===== src/rtl/aes_pkg.sv =====
// Shared types and constants for the AES counter-mode stream controller.
// Delay-stage bundle and the counter increment helper live here.
package aes_pkg;

   localparam int AES_BLK = 128;
   localparam int AES_NR  = 10;
   localparam int LAT     = AES_NR + 1;

   typedef struct packed {
      logic               valid;
      logic [AES_BLK-1:0] data;
      logic               last;
   } dly_t;

   // Only the low w bits count; the upper field never sees a carry.
   function automatic logic [AES_BLK-1:0] ctr_next(
      input logic [AES_BLK-1:0] c,
      input int                 w
   );
      logic [AES_BLK-1:0] m;
      m = (w >= AES_BLK) ? '1 :
          ((AES_BLK'(1) << w) - AES_BLK'(1));
      return (c & ~m) | ((c + AES_BLK'(1)) & m);
   endfunction

endpackage


===== src/rtl/aes_ctr_stream_ctrl_fifo.sv =====
// Synchronous first-word-fall-through FIFO used as the result buffer.
// Head word is presented combinationally from the read pointer.
module sync_fifo #(
   parameter int W     = 129,
   parameter int DEPTH = 16
) (
   input  logic                     clk,
   input  logic                     rst,
   input  logic                     wr_en,
   input  logic [W-1:0]             wr_data,
   input  logic                     rd_en,
   output logic [W-1:0]             rd_data,
   output logic                     full,
   output logic                     empty,
   output logic [$clog2(DEPTH):0]   count
);

   localparam int AW = $clog2(DEPTH);
   localparam int CW = AW + 1;

   logic [W-1:0]  mem [DEPTH];
   logic [AW-1:0] wp;
   logic [AW-1:0] rp;
   logic          do_wr;
   logic          do_rd;

   assign full    = (count == CW'(DEPTH));
   assign empty   = (count == '0);
   assign do_wr   = wr_en && !full;
   assign do_rd   = rd_en && !empty;
   assign rd_data = mem[rp];

   always_ff @(posedge clk) begin
      if (rst) begin
         wp    <= '0;
         rp    <= '0;
         count <= '0;
         for (int i = 0; i < DEPTH; i++) begin
            mem[i] <= '0;
         end
      end else begin
         if (do_wr) begin
            mem[wp] <= wr_data;
            wp      <= wp + AW'(1);
         end
         if (do_rd) begin
            rp <= rp + AW'(1);
         end
         unique case ({do_wr, do_rd})
            2'b10:   count <= count + CW'(1);
            2'b01:   count <= count - CW'(1);
            default: count <= count;
         endcase
      end
   end

endmodule


===== src/rtl/aes_ctr_stream_ctrl.sv =====
// CTR-mode front/back end for a fixed-latency, non-stalling AES pipeline.
// Credits cover delay line plus FIFO so a returned keystream is never dropped.
module aes_ctr_stream_ctrl
   import aes_pkg::*;
#(
   parameter int Nr         = LAT - 1,
   parameter int CTR_W      = 32,
   parameter int FIFO_DEPTH = 16
) (
   input  logic               clk,
   input  logic               rst,
   input  logic               start,
   input  logic [AES_BLK-1:0] iv,
   input  logic               in_valid,
   output logic               in_ready,
   input  logic [AES_BLK-1:0] in_data,
   input  logic               in_last,
   output logic [AES_BLK-1:0] enc_in,
   input  logic [AES_BLK-1:0] enc_out,
   output logic               out_valid,
   input  logic               out_ready,
   output logic [AES_BLK-1:0] out_data,
   output logic               out_last,
   output logic               busy
);

   localparam int DLY = Nr + 1;
   localparam int CRW = 16;
   localparam int FCW = $clog2(FIFO_DEPTH) + 1;

   typedef enum logic [1:0] {
      IDLE,
      RUN,
      DRAIN
   } state_t;

   state_t             state;
   state_t             state_nx;
   logic [AES_BLK-1:0] ctr;
   dly_t               dly [DLY];
   dly_t               wb;
   logic [CRW-1:0]     credits;
   logic               dly_busy;
   logic               accept;
   logic               pop;
   logic               fifo_full;
   logic               fifo_empty;
   logic [FCW-1:0]     fifo_count;
   logic [AES_BLK:0]   fifo_rd;

   assign accept    = in_valid && in_ready;
   assign pop       = out_valid && out_ready;
   assign in_ready  = (state == RUN) && (credits < CRW'(FIFO_DEPTH));
   assign enc_in    = ctr;
   assign busy      = (state != IDLE);
   assign out_valid = !fifo_empty;
   assign out_data  = fifo_rd[AES_BLK-1:0];
   assign out_last  = fifo_rd[AES_BLK];

   always_comb begin
      dly_busy = wb.valid;
      credits  = CRW'(wb.valid) + CRW'(fifo_count);
      for (int i = 0; i < DLY; i++) begin
         dly_busy = dly_busy | dly[i].valid;
         credits  = credits + CRW'(dly[i].valid);
      end
   end

   always_comb begin
      state_nx = state;
      unique case (state)
         IDLE:    if (start) state_nx = RUN;
         RUN:     if (accept && in_last) state_nx = DRAIN;
         DRAIN:   if (!dly_busy && fifo_empty) state_nx = IDLE;
         default: state_nx = IDLE;
      endcase
   end

   always_ff @(posedge clk) begin
      if (rst) begin
         state <= IDLE;
         ctr   <= '0;
         wb    <= '0;
         for (int i = 0; i < DLY; i++) begin
            dly[i] <= '0;
         end
      end else begin
         state <= state_nx;
         if (state == IDLE && start) begin
            ctr <= iv;
         end else if (accept) begin
            ctr <= ctr_next(ctr, CTR_W);
         end
         if (accept) begin
            dly[0] <= '{valid: 1'b1, data: in_data, last: in_last};
         end else begin
            dly[0] <= '0;
         end
         for (int i = 1; i < DLY; i++) begin
            dly[i] <= dly[i-1];
         end
         // Last stage lines up with the pipeline output register.
         wb.valid <= dly[DLY-1].valid;
         wb.data  <= dly[DLY-1].data ^ enc_out;
         wb.last  <= dly[DLY-1].last;
      end
   end

   always_ff @(posedge clk) begin
      if (!rst) begin
         assert (!(wb.valid && fifo_full));
      end
   end

   sync_fifo #(
      .W     (AES_BLK + 1),
      .DEPTH (FIFO_DEPTH)
   ) u_fifo (
      .clk     (clk),
      .rst     (rst),
      .wr_en   (wb.valid),
      .wr_data ({wb.last, wb.data}),
      .rd_en   (pop),
      .rd_data (fifo_rd),
      .full    (fifo_full),
      .empty   (fifo_empty),
      .count   (fifo_count)
   );

endmodule

===== config.mk =====
export PLATFORM = sky130hd
export DESIGN_NAME = aes_ctr_stream_ctrl
export DESIGN_NICKNAME = d
export VERILOG_FILES = /design/src/rtl/aes_pkg.sv /design/src/rtl/aes_ctr_stream_ctrl_fifo.sv /design/src/rtl/aes_ctr_stream_ctrl.sv
export SDC_FILE = /design/constraint.sdc
export NUM_CORES = 2
export LEC_CHECK = 0
export CAP_MARGIN = 20
export CORE_AREA = 2 2 485 535
export CTS_BUF_LIST = sky130_fd_sc_hd__clkbuf_4 sky130_fd_sc_hd__clkbuf_8 sky130_fd_sc_hd__clkbuf_16
export DETAILED_ROUTE_END_ITERATION = 16
export DIE_AREA = 0 0 487 537
export PLACE_DENSITY = 0.76
export RECOVER_POWER = 50
export SLEW_MARGIN = 15
export SYNTH_ARGS = -nofsm -noshare
export SYNTH_HDL_FRONTEND = slang
export SYNTH_SLANG_ARGS = --single-unit

===== constraint.sdc =====
create_clock -name clk -period 7.88 [get_ports clk]
set_clock_uncertainty 0.05 [all_clocks]
set_input_delay 1.576 -clock clk [delete_from_list [all_inputs] [get_ports clk]]
set_output_delay 1.576 -clock clk [all_outputs]
set_load 0.05 [all_outputs]

==> results.ini <==
[worst_setup_path]
cp.required_ns=8.31
cp-endpoint=u_fifo.mem[13][50]$_SDFFCE_PN0P_
timing.reg2reg.setup_slack_ns=1.66
critPathMaxFanout=71
startpoint_type=primary input
reg2reg_to=u_fifo.mem[13][50]$_SDFFCE_PN0P_
worstSetupStartpoint=rst
path_class=primary input to flop
end_kind=flop
arrival_ns=7.49
reg2reg_depth=8
r2r_start=u_fifo.count[1]$_SDFFE_PP0P_

[cts]
clockRootBuffer=clkbuf_16
clkLatencyLatePin_ns=0.91
clock_sinks=3771
cts-htree-levels=5
postCtsHoldBufs=0
clk_pin_slew_ns=0.06
cts_buffers=365
cts_setup_buffers=0
ctsResizeCount=0
ctsLongestPathBuffers=4
cts_tree=done

[die]
start_util_pct=54.9
rows=195
io_pins=650
die_y_um=537
core_area_sq_mm=0.256
die_w_um=487
die-area_sq_mm=0.262

[timing]
whs_ns=0.356
hold_violations=0
max_freq_ghz=0.142
timing.final.crit_share_pct=89.6
finalMaxSlewViolations=2314
setup_violations=0
setup_tns_ns=0
rsz0062_at_grt=no
final.min_clock_period_ns=7.06
worst_pin_slew_ns=4.78
slew_headroom_pct=-219

[logic_synthesis]
syn_inst=9562
synth_largest_area_cell=edfxtp_1
synth_cell_types=50
synth.top_cell.area_share_pct=44.1
netlist_area_sq_mm=0.140
yosys_warnings=0
ys.flop_type=edfxtp_1
syn_nets=9979
synth_edf_count=2064
ys_ff_latch=3771
synth-seq-area-share_pct=68.5
syn_area_per_cell_sq_um=14.7
async_flop_share_pct=0
synthTopCellsByArea=edfxtp_1 44%, dfxtp_1 24%, mux4_2 10%

[grt]
grt_usage_pct=26.8
grt_pass1_wl_mm=515
antenna_found_initial=41
grt_max_degree=216
overflow=0
grt_pass1_vias=78000

[cells_and_area]
final_area_sq_mm=0.162
fill_cells=18100
utilization_pct=63.3
drive_above_1_share_pct=13.8
layout.nets=10400
final_cell_mix=2064 x edfxtp_1, 1703 x dfxtp_1, 1395 x and2_1, 1312 x nor2b_1, 799 x and2_0
area_growth_pct=15.4
layout_commonest_cell=edfxtp_1

[routing]
initialDrtViolationCount=9273
drc=0
wl_per_cell_um=25.9
vias=76400
dr.pass1.iters=5
routed_wirelength_mm=353
drt.antenna.violating_nets=0
viasPerCell=5.60

[place]
gp_congestion=0.843
place_hpwl_mm=191
portBuffers=649
dpl_cell_area_sq_mm=0.150

[status]
violations=capacitance limit, slew limit
status=complete, but fails checks

[power_and_ir_drop]
power.density_mw_per_mm2=252
irDropWorstVdd_v=0.000212
leakage_uw=0.0581

[min_path]
hold_path_class=flop to flop

[run]
drv_cap=32

-- critical path: stages --
cell and delay [ns]:
clkbuf_1 0.61, a211oi_1 0.45, clkbuf_1 0.51, nand2_1 0.23, nor2_1 2.40, or2_4 0.97, buf_12 0.55
-- cells in the mapped netlist (all sizes together) (11+ instances only) --
master     n
mux4     634
mux2i     14
a211oi    23
edfxtp  2064
ha        20
clkbuf   655
inv       30
xnor2    140
buf       74
nand3     13
dfxtp   1707
nand2    216
nor4      17
and2    2194
nor3      11
nor2b   1312
a311oi    17
a21oi    117
nor2     205
or2       18
-- worst min-delay path by stage --
stage	cells after the start	slack, ns	to	startpoint
6_report	1	0.36	dly[2][31]$_SDFF_PP0_	dly[1][31]$_DFF_P_
4_1_cts	1	0.35	dly[10][9]$_SDFF_PP0_	dly[9][9]$_SDFF_PP0_
2_1_floorplan	1	0.36	dly[10][0]$_SDFF_PP0_	dly[9][0]$_SDFF_PP0_
3_5_place_dp	1	0.37	dly[3][43]$_SDFF_PP0_	dly[2][43]$_SDFF_PP0_
5_1_grt	1	0.37	dly[2][30]$_SDFF_PP0_	dly[1][30]$_DFF_P_
3_3_place_gp	1	0.37	dly[1][128]$_DFF_P_	dly[0][128]$_DFF_P_
-- sequential cells by signal, indices dropped and copies added (netlist names), named ones only --
name / count
enc_in: 128
u_fifo.mem: 2064
wb: 130
u_fifo.count: 5
u_fifo.rp: 4
u_fifo.wp: 4
state: 2
dly: 1430
-- cell families (layout without fill, tap and decap cells) --
logic type | count (synthesis) | in the layout | synth area share, %
AND/OR/NAND/NOR | 4024 | 4024 | 17.2
adder cells (fa/ha/maj) | 27 | 27 | 0.278
other | 0 | 23 | 0
multiplexers | 648 | 648 | 10.3
AO/OA/AOI/OAI | 187 | 187 | 0.812
flip-flops | 3771 | 3771 | 68.5
buffers and inverters | 759 | 1462 | 2.07
XOR/XNOR | 146 | 146 | 0.910
-- routing by layer --
layer / vias up / share of wire (%) / track usage, %
met3: 760 / 10 / 6.14
li1: 33700 / - / -
met4: 18 / 4.7 / 11.3
met1: 37900 / 37 / 34.8
met2: 4077 / 48 / 43.4
met5: - / 0.028 / 0
-- power by group --
group | switching [uW] | internal [uW] | leakage [uW]
Clock | 7330 | 10400 | 0.00623
Combinational | 1060 | 570 | 0.0167
Sequential | 269 | 21200 | 0.0351
-- through the flow --
| step | setup slack [ns] | total power (uW) | std cells |
|---|---|---|---|
| 2_1_floorplan | 2.37 | 22600 | 9562 |
| 3_3_place_gp | 1.46 | 23400 | 12900 |
| 3_5_place_dp | 1.97 | 23500 | 12900 |
| 4_1_cts | 0.982 | 41100 | 13600 |
| 5_1_grt | 0.430 | 42000 | 13600 |
| 6_report | 0.820 | 40800 | 13600 |
-- cell type report --
class                      count  area (sq um)  area share (%)
sequential                  3771         96200            59.3
antenna                       23          57.6          0.0355
multi-input combinational   5032         41500            25.6
inverter                      30           113          0.0695
tap                         3349          4190            2.58
clock inverter               129          1420           0.876
timing repair buffer         767          7710            4.76
clock buffer                 536         11000            6.78
(Power assumes the default switching activity.)
